===== src/rtl/noc_injector.sv =====
// noc_injector: local-to-mesh packet injector with its payload FIFO and shared flit types.
// Ports: clk/rst; descriptor in (desc_valid_i/desc_ready_o, desc_dst_i, desc_len_i);
//        payload in (wr_valid_i/wr_ready_o, wr_data_i); flit out (flit_o, enable_o, ack_i);
//        status (busy_o, pkt_count_o).

package noc_types;
    localparam int PAYLOAD_W = 32;

    typedef struct packed {
        logic [3:0] x;
        logic [3:0] y;
    } addr_t;

    typedef enum logic [1:0] {
        HEADER = 2'd0,
        BODY   = 2'd1,
        TAIL   = 2'd2
    } flit_type_t;

    typedef struct packed {
        addr_t      dst_addr;
        addr_t      src_addr;
        logic [7:0] vc;
        logic [7:0] rsvd;
    } flit_hdr_t;

    typedef struct packed {
        flit_type_t             flit_type;
        logic [PAYLOAD_W-1:0]   payload;
    } flit_t;
endpackage

// Generic registered FIFO, DEPTH a power of two.
// Latency: a word pushed at edge N is visible at the head from cycle N+1 (no bypass).
// Backpressure: push ignored while full, pop ignored while empty; push+pop together keeps count.
module noc_fifo #(
    parameter int W     = 32,
    parameter int DEPTH = 8
) (
    input  logic         clk,
    input  logic         rst,
    input  logic         push_i,
    input  logic         pop_i,
    input  logic [W-1:0] wdata_i,
    output logic [W-1:0] rdata_o,
    output logic         full_o,
    output logic         empty_o
);
    localparam int AW = $clog2(DEPTH);
    localparam int CW = AW + 1;

    logic [W-1:0]  mem [DEPTH];
    logic [AW-1:0] wr_ptr_q, rd_ptr_q;
    logic [CW-1:0] count_q;
    logic          do_push, do_pop;

    assign full_o  = (count_q == CW'(DEPTH));
    assign empty_o = (count_q == '0);
    assign do_push = push_i && !full_o;
    assign do_pop  = pop_i && !empty_o;
    assign rdata_o = mem[rd_ptr_q];

    // Storage needs no reset: the empty count masks stale contents.
    always_ff @(posedge clk) begin
        if (do_push) begin
            mem[wr_ptr_q] <= wdata_i;
        end
    end

    // Pointers wrap naturally because DEPTH is a power of two.
    always_ff @(posedge clk or posedge rst) begin
        if (rst) begin
            wr_ptr_q <= '0;
            rd_ptr_q <= '0;
            count_q  <= '0;
        end else begin
            if (do_push) wr_ptr_q <= wr_ptr_q + AW'(1);
            if (do_pop)  rd_ptr_q <= rd_ptr_q + AW'(1);
            case ({do_push, do_pop})
                2'b10:   count_q <= count_q + CW'(1);
                2'b01:   count_q <= count_q - CW'(1);
                default: count_q <= count_q;
            endcase
        end
    end
endmodule

// Serialises descriptor + FIFO payload into HEADER, BODY*, TAIL flits for a mesh input port.
// Latency: header presented the cycle after descriptor accept; data flits follow at one per transfer.
// Backpressure: ack_i low holds the current flit; an empty FIFO inserts an idle (BODY, 0) bubble.
module noc_injector
    import noc_types::*;
#(
    parameter int DEPTH = 8,
    parameter int LEN_W = 4,
    localparam int PAYLOAD_W = noc_types::PAYLOAD_W
) (
    input  logic                 clk,
    input  logic                 rst,
    input  logic                 desc_valid_i,
    output logic                 desc_ready_o,
    input  addr_t                desc_dst_i,
    input  logic [LEN_W-1:0]     desc_len_i,
    input  logic                 wr_valid_i,
    output logic                 wr_ready_o,
    input  logic [PAYLOAD_W-1:0] wr_data_i,
    output flit_t                flit_o,
    output logic                 enable_o,
    input  logic                 ack_i,
    output logic                 busy_o,
    output logic [15:0]          pkt_count_o
);
    typedef enum logic [1:0] {
        IDLE = 2'd0,
        HDR  = 2'd1,
        DATA = 2'd2
    } state_t;

    localparam logic [LEN_W-1:0] LEN_ONE = LEN_W'(1);

    state_t               state_q, state_d;
    addr_t                dst_q, dst_d;
    logic [LEN_W-1:0]     rem_q, rem_d;
    logic [15:0]          cnt_q, cnt_d;
    logic                 fifo_pop, fifo_full, fifo_empty;
    logic [PAYLOAD_W-1:0] fifo_head;
    flit_hdr_t            hdr;

    noc_fifo #(.W(PAYLOAD_W), .DEPTH(DEPTH)) u_fifo (
        .clk     (clk),
        .rst     (rst),
        .push_i  (wr_valid_i),
        .pop_i   (fifo_pop),
        .wdata_i (wr_data_i),
        .rdata_o (fifo_head),
        .full_o  (fifo_full),
        .empty_o (fifo_empty)
    );

    assign wr_ready_o  = !fifo_full;
    assign busy_o      = (state_q != IDLE);
    assign pkt_count_o = cnt_q;

    always_ff @(posedge clk or posedge rst) begin
        if (rst) begin
            state_q <= IDLE;
            dst_q   <= '0;
            rem_q   <= '0;
            cnt_q   <= '0;
        end else begin
            state_q <= state_d;
            dst_q   <= dst_d;
            rem_q   <= rem_d;
            cnt_q   <= cnt_d;
        end
    end

    always_comb begin
        state_d      = state_q;
        dst_d        = dst_q;
        rem_d        = rem_q;
        cnt_d        = cnt_q;
        desc_ready_o = 1'b0;
        enable_o     = 1'b0;
        fifo_pop     = 1'b0;
        // Idle flit must never look like HEADER/TAIL: the node frees its route on TAIL type alone.
        flit_o       = '{flit_type: BODY, payload: '0};
        hdr          = '0;
        hdr.dst_addr = dst_q;

        case (state_q)
            IDLE: begin
                desc_ready_o = 1'b1;
                if (desc_valid_i) begin
                    dst_d   = desc_dst_i;
                    rem_d   = desc_len_i;
                    state_d = HDR;
                end
            end
            HDR: begin
                enable_o = 1'b1;
                flit_o   = '{flit_type: HEADER, payload: hdr};
                if (ack_i) begin
                    state_d = DATA;
                end
            end
            DATA: begin
                if (rem_q == '0) begin
                    // Zero-length packet: bare TAIL, FIFO untouched.
                    enable_o = 1'b1;
                    flit_o   = '{flit_type: TAIL, payload: '0};
                    if (ack_i) begin
                        state_d = IDLE;
                        cnt_d   = cnt_q + 16'd1;
                    end
                end else if (!fifo_empty) begin
                    enable_o = 1'b1;
                    flit_o   = '{flit_type: (rem_q == LEN_ONE) ? TAIL : BODY,
                                 payload: fifo_head};
                    if (ack_i) begin
                        fifo_pop = 1'b1;
                        rem_d    = rem_q - LEN_ONE;
                        if (rem_q == LEN_ONE) begin
                            state_d = IDLE;
                            cnt_d   = cnt_q + 16'd1;
                        end
                    end
                end
            end
            default: state_d = IDLE;
        endcase
    end

`ifndef SYNTHESIS
    a_idle_flit: assert property (@(posedge clk) disable iff (rst)
        !enable_o |-> flit_o.flit_type == BODY);
    a_rem_underflow: assert property (@(posedge clk) disable iff (rst)
        fifo_pop |-> rem_q != '0);
`endif
endmodule


===== config.mk =====
export PLATFORM = sky130hd
export DESIGN_NAME = noc_injector
export DESIGN_NICKNAME = d
export VERILOG_FILES = /design/src/rtl/noc_injector.sv
export SDC_FILE = /design/constraint.sdc
export NUM_CORES = 1
export LEC_CHECK = 0
export CAP_MARGIN = 20
export CORE_ASPECT_RATIO = 1.5
export CORE_MARGIN = 2
export CORE_UTILIZATION = 40
export DETAILED_ROUTE_END_ITERATION = 7
export GPL_TIMING_DRIVEN = 0
export PLACE_DENSITY = 0.62
export SYNTH_ARGS = -nofsm -noshare
export SYNTH_HDL_FRONTEND = slang
export SYNTH_SLANG_ARGS = --single-unit

===== constraint.sdc =====
create_clock -name clk -period 12.75 [get_ports clk]
set_input_delay 1.9125 -clock clk [delete_from_list [all_inputs] [get_ports clk]]
set_output_delay 1.9125 -clock clk [all_outputs]
set_load 0.05 [all_outputs]

# Word-level counts from Yosys, hierarchy flattened
# Memories as Yosys holds them, arrays and structs flattened.
# Index checks and enable logic that the tools add are counted.
totals:
  reg_bits: 40
  mem_bits_rw: 256
  input_bits: 49
  out_inout_bits: 54
  wordCells: 81
  memories: 1
classes:
  add_sub_neg: 6
  n_eq_ne: 17
  mux: 33
  reduce_logical: 16
mem_list:
  columns: ["name", "words", "word_bits", "rd", "rd_clocked_by_memory_dff", "write_ports", "line_no", "rtl"]
  rows:
  - ["u_fifo.mem", 8, 32, 1, 0, 1, "52", "logic [W-1:0] mem [DEPTH];"]
ops:
  columns: ["op", "n"]
  rows:
  - ["two-way mux 16 bit", 5]
  - ["two-way mux 34 bit", 2]
  - ["one-hot mux 34 bit (2 select lines)", 1]
  - ["adder 16 x 1 -> 16 bit (second input constant)", 1]
  - ["two-way mux 2 bit", 8]
  - ["two-way mux 4 bit", 4]
  - ["one-hot mux 4 bit (2 select lines)", 2]
  - ["!= test 2 bit (second input constant)", 6]
  - ["!= test 3 bit (second input constant)", 4]
  - ["AND reduction 5 bit", 2]
  - ["nonzero test 2 bit", 5]
  - ["two-way mux 1 bit", 9]
  - ["logical NOT 4 bit", 2]
  - ["subtractor 4 x 1 -> 4 bit (second input constant)", 2]
  - ["adder 3 x 1 -> 3 bit (second input constant)", 2]
  - ["one-hot mux 2 bit (3 select lines)", 1]
  - ["AND reduction 6 bit", 1]
  - ["adder 4 x 1 -> 4 bit (second input constant)", 1]
  - ["equality test 2 x 1 -> 1 bit (second input constant)", 2]
  - ["equality test 2 bit (second input constant)", 2]
  - ["equality test 4 x 1 -> 1 bit (second input constant)", 1]
  - ["equality test 4 bit (second input constant)", 1]
  - ["logical AND 1 bit", 2]
  - ["logical NOT 1 bit", 2]
  - ["4 further kinds", 4]

# Longest topological paths before layout
logic_depth:
  ltp_word: 7
  mapped_depth: 11
  ltp_nobuf: 11

# Modules after synthesis
# A second synthesis with hierarchy kept.
hier_totals:
  hier_cells: 641
  area_unflattened_um2: 12374.4
by_module_without_submodules:
  columns: ["module", "n_inst", "cells_each", "area_per_inst_um2", "seq_area_each_um2"]
  rows:
  - ["noc_fifo", 1, 438, 10401.2, 7937.6]
  - ["noc_injector", 1, 203, 1973.1, 750.7]

# Worst setup path after synthesis
# OpenSTA, ideal clock, no wires.
synth_timing:
  path_kind: "in2reg"
  startpoint: "in wr_valid_i"
  endpoint: "mem u_fifo.mem[2][0] (enable)"
  setup_ns: 0.513
  arrival_time_ns: 5.817
  required_ns: 12.237
  setup_slack_ns: 6.420
  path_stages: 3
  n_path_buf: 0
  path_cell_list: "a21boi_1 -> inv_1 -> nor4b_1"
synth_via:
  elab_chain_cells: 3
synth_rtl:
  columns: ["item", "line_no", "rtl"]
  rows:
  - ["from (decl)", "104", "input logic wr_valid_i,"]
  - ["logical AND 1 bit", "59", "assign do_push = push_i && !full_o;"]
  - ["two-way mux 1 bit", "65", "if (do_push) begin"]
  - ["two-way mux 1 bit (implied by the code)", "66", "mem[wr_ptr_q] <= wdata_i;"]
  - ["to (decl)", "52", null]
# Every way passes these cells.

==> results.json <==
{
  "status": "finished, final reports clean",
  "hold_class": "register to register",
  "dpl.hpwl_um": 17840,
  "track_usage_pct": 16.90,
  "worstPathMaxFanout": 10,
  "cts_tree": "built",
  "initialDrtViolationCount": 358,
  "syn2layout_area_growth_pct": 22.89,
  "yosys.area_share.adder_pct": 1.325,
  "ys_ff_latch": 296,
  "grt_pass1_vias": 6624,
  "r2r_cells": 11,
  "r2r_start": "rem_q[0]",
  "initial_utilization_pct": 40.48,
  "required_ps": 10840,
  "htreeDepth": 1,
  "rsz0062_at_grt": "false",
  "dp.cells": 1143,
  "slew_viol_final": 0,
  "grt_first_pass_wirelength_um": 39140,
  "min_period_ps": 5454,
  "dieArea_um2": 31160,
  "synth_xor_area_share_pct": 1.620,
  "synth_compound_area_share_pct": 1.925,
  "synth_edf_count": 256,
  "drc_errors": 0,
  "max_cap_violations": 0,
  "ys_types": 52,
  "fill_cells": 2426,
  "fin_tns_setup_ps": 0,
  "min_from": "pkt_count_o[15]",
  "post_synth.cell_area_avg_um2": 19.34,
  "synthSimpleGateAreaFrac_pct": 4.145,
  "cp.arrival_ps": 3540,
  "cts-root-buf": "clkbuf_16",
  "post_cts_buffers": 0,
  "core-area_um2": 29380,
  "detail_route.vias_per_cell": 5.201,
  "die_w_um": 144.8,
  "netlist_instances": 615,
  "skew_ps": 18.18,
  "ys.flop_type": "edfxtp_1",
  "ctsResizeCount": 0,
  "postCtsHoldBufs": 0,
  "cts_buffers": 27,
  "num_rows": 77,
  "tightest_slew_ps": 883.5,
  "dpl_cell_area_um2": 13800,
  "cts.clk_slew.worst_paths_ps": 70,
  "power.leakage_uw": 0.004981,
  "gr-total-overflow": 0,
  "fin_util_pct": 49.74,
  "power.density_nw_per_um2": 215.9,
  "yosys_warnings": 0,
  "clock_sinks": 296,
  "ir_drop_mv": 0.1250,
  "synth_top_family_by_area": "multiplexers",
  "ys_seq_area_share_pct": 73.05,
  "synth_fp_nets": 676,
  "drtPass1Iterations": 5,
  "syn_area_um2": 11890,
  "drt.antenna.violating_nets": 0,
  "hold_violations": 0,
  "final_area_um2": 14620,
  "io-pin-count": 103,
  "hold_depth": 1,
  "synthArstFlopShare_pct": 13.51,
  "drive_gt1_share_pct": 22.33,
  "min_to": "pkt_count_o[15]",
  "regToRegEndpoint": "u_fifo.count_q[3]",
  "rrSetupSlack_ps": 9750,
  "startpoint_type": "register",
  "finalNetCount": 838,
  "fin_crit_sh_pct": 42.78,
  "maxSlewHeadroom_pct": 41.02,
  "wirelength_um": 25510,
  "instances_no_fill": 1193,
  "synthMuxAreaShare_pct": 16.20,
  "setup_viol": 0,
  "wire_per_inst_um": 21.38,
  "num_vias": 6205,
  "antenna_found_initial": 0,
  "path_class": "register to output pin",
  "grt_start_max_net_pins": 41,
  "gp_congestion": 0.8078,
  "port_buffers": 102,
  "insertion_delay_ps": 540,
  "clockBufferDepth": 3,
  "die_h_um": 215.2,
  "crit_path_end_kind": "output pin",
  "fmax_ghz": 0.1833
}
## how the worst max path moves through the flow
stage                           from          endpoint  slack, ps
final                       rem_q[0]        flit_o[21]       7300
after CTS                   rem_q[0]        flit_o[21]       7290
after floorplan           wr_valid_i  u_fifo.mem[2][0]       6420
after global placement    wr_valid_i  u_fifo.mem[2][0]       2250
after global routing        rem_q[0]        flit_o[22]       7170
after detailed placement    rem_q[0]        flit_o[21]       7890
## placed cells by master, fill, tap and decap left out, types with 2 or more instances in the layout
cell type | Yosys | routed
edfxtp_1 | 256 | 256
clkdlybuf4s50_1 | 0 | 102
mux4_2 | 64 | 64
dfrtp_1 | 40 | 40
nor2_1 | 36 | 35
mux2i_1 | 35 | 35
clkbuf_16 | 0 | 27
nand2_1 | 21 | 21
buf_6 | 0 | 18
o21ai_0 | 15 | 15
buf_2 | 13 | 13
xnor2_1 | 12 | 12
inv_1 | 13 | 12
mux2_2 | 11 | 11
ha_1 | 11 | 11
xor2_1 | 10 | 10
buf_4 | 3 | 10
clkinv_1 | 1 | 9
clkbuf_1 | 4 | 8
nor3_1 | 10 | 7
a21oi_1 | 6 | 6
nand4_1 | 5 | 5
buf_8 | 0 | 5
nand3_1 | 4 | 4
buf_1 | 4 | 4
clkinv_2 | 0 | 4
and3_1 | 3 | 3
and4_1 | 3 | 3
nor3_2 | 0 | 3
nand2b_1 | 2 | 2
inv_2 | 1 | 2
nor2b_1 | 2 | 2
a22oi_1 | 2 | 2
nor3b_2 | 0 | 2
clkinv_4 | 0 | 2
## cell usage after synthesis, types with 2 or more instances
library cell,n,area [um2]
ha_1,11,137.6
mux2i_1,35,350.3
mux4_2,64,1441
dfrtp_1,40,1001
xor2_1,10,87.58
mux2_2,11,123.9
a21oi_1,6,30.03
nor3_1,10,50.05
nand2_1,21,78.83
o21ai_0,15,75.07
nor2_1,36,135.1
nor3b_1,3,22.52
nand4_1,5,31.28
nand2b_1,2,12.51
nor4_1,2,12.51
buf_1,4,15.01
nor2b_1,2,12.51
a22oi_1,2,15.01
clkbuf_1,4,15.01
inv_1,13,48.80
and3_1,3,18.77
buf_4,3,22.52
and4_1,3,26.28
edfxtp_1,256,7687
buf_2,13,65.06
nand3_1,4,20.02
xnor2_1,12,105.1
## cells by family after synthesis
family,Yosys count
XOR/XNOR,22
AND/OR/NAND/NOR,99
buffers and inverters,40
AO/OA/AOI/OAI,35
adder cells (fa/ha/maj),12
multiplexers,111
flip-flops,296
## worst max-delay path: stages, from the launching register on
cell             delay [ps]
dfrtp_1                 450
inv_1                    90
ha_1                    310
or3b_1                  470
nand4_1                 240
buf_1                   530
nor2_1                  180
clkdlybuf4s50_1         740
## final cells by class
class	count	area [um2]	area share (%)
diodes	1	2.502	0.01712
plain buffers	25	150.1	1.027
clock buffers	31	690.7	4.725
clock inverters	18	118.9	0.8132
inverters	15	56.30	0.3852
multi-input cells	279	3044	20.83
flip-flops and latches	296	8688	59.44
well taps	395	494.2	3.381
repair buffers	133	1371	9.382
## state kept, by name, indices dropped and copies added (netlist names)
| name | cells |
|---|---|
| pkt_count_o | 16 |
| u_fifo.wr_ptr_q | 3 |
| rem_q | 4 |
| u_fifo.count_q | 4 |
| u_fifo.rd_ptr_q | 3 |
| u_fifo.mem | 256 |
| dst_q | 8 |
| state_q | 2 |
## power by group
group	leakage (uW)	switching, uW	internal (uW)
Clock	0.000393	343	409
Sequential	0.00283	66.9	1220
Combinational	0.00176	631	484
## metal layers
metal	global-route usage [%]	wire, um
met3	2.607	1297
met4	5.566	624
met2	30.03	13660
met1	20.87	9931
met5	0	0
## per-stage QoR
stage	power, uW	setup WS [ps]	hold slack [ps]
floorplan	2061	6420	479.3
global placement	2373	2248	462.4
detailed placement	2444	7891	469.6
CTS	3201	7291	478.7
global route	3309	7169	500.9
finish	3156	7296	476.2
Note: power is estimated with default switching activity, not from simulation.
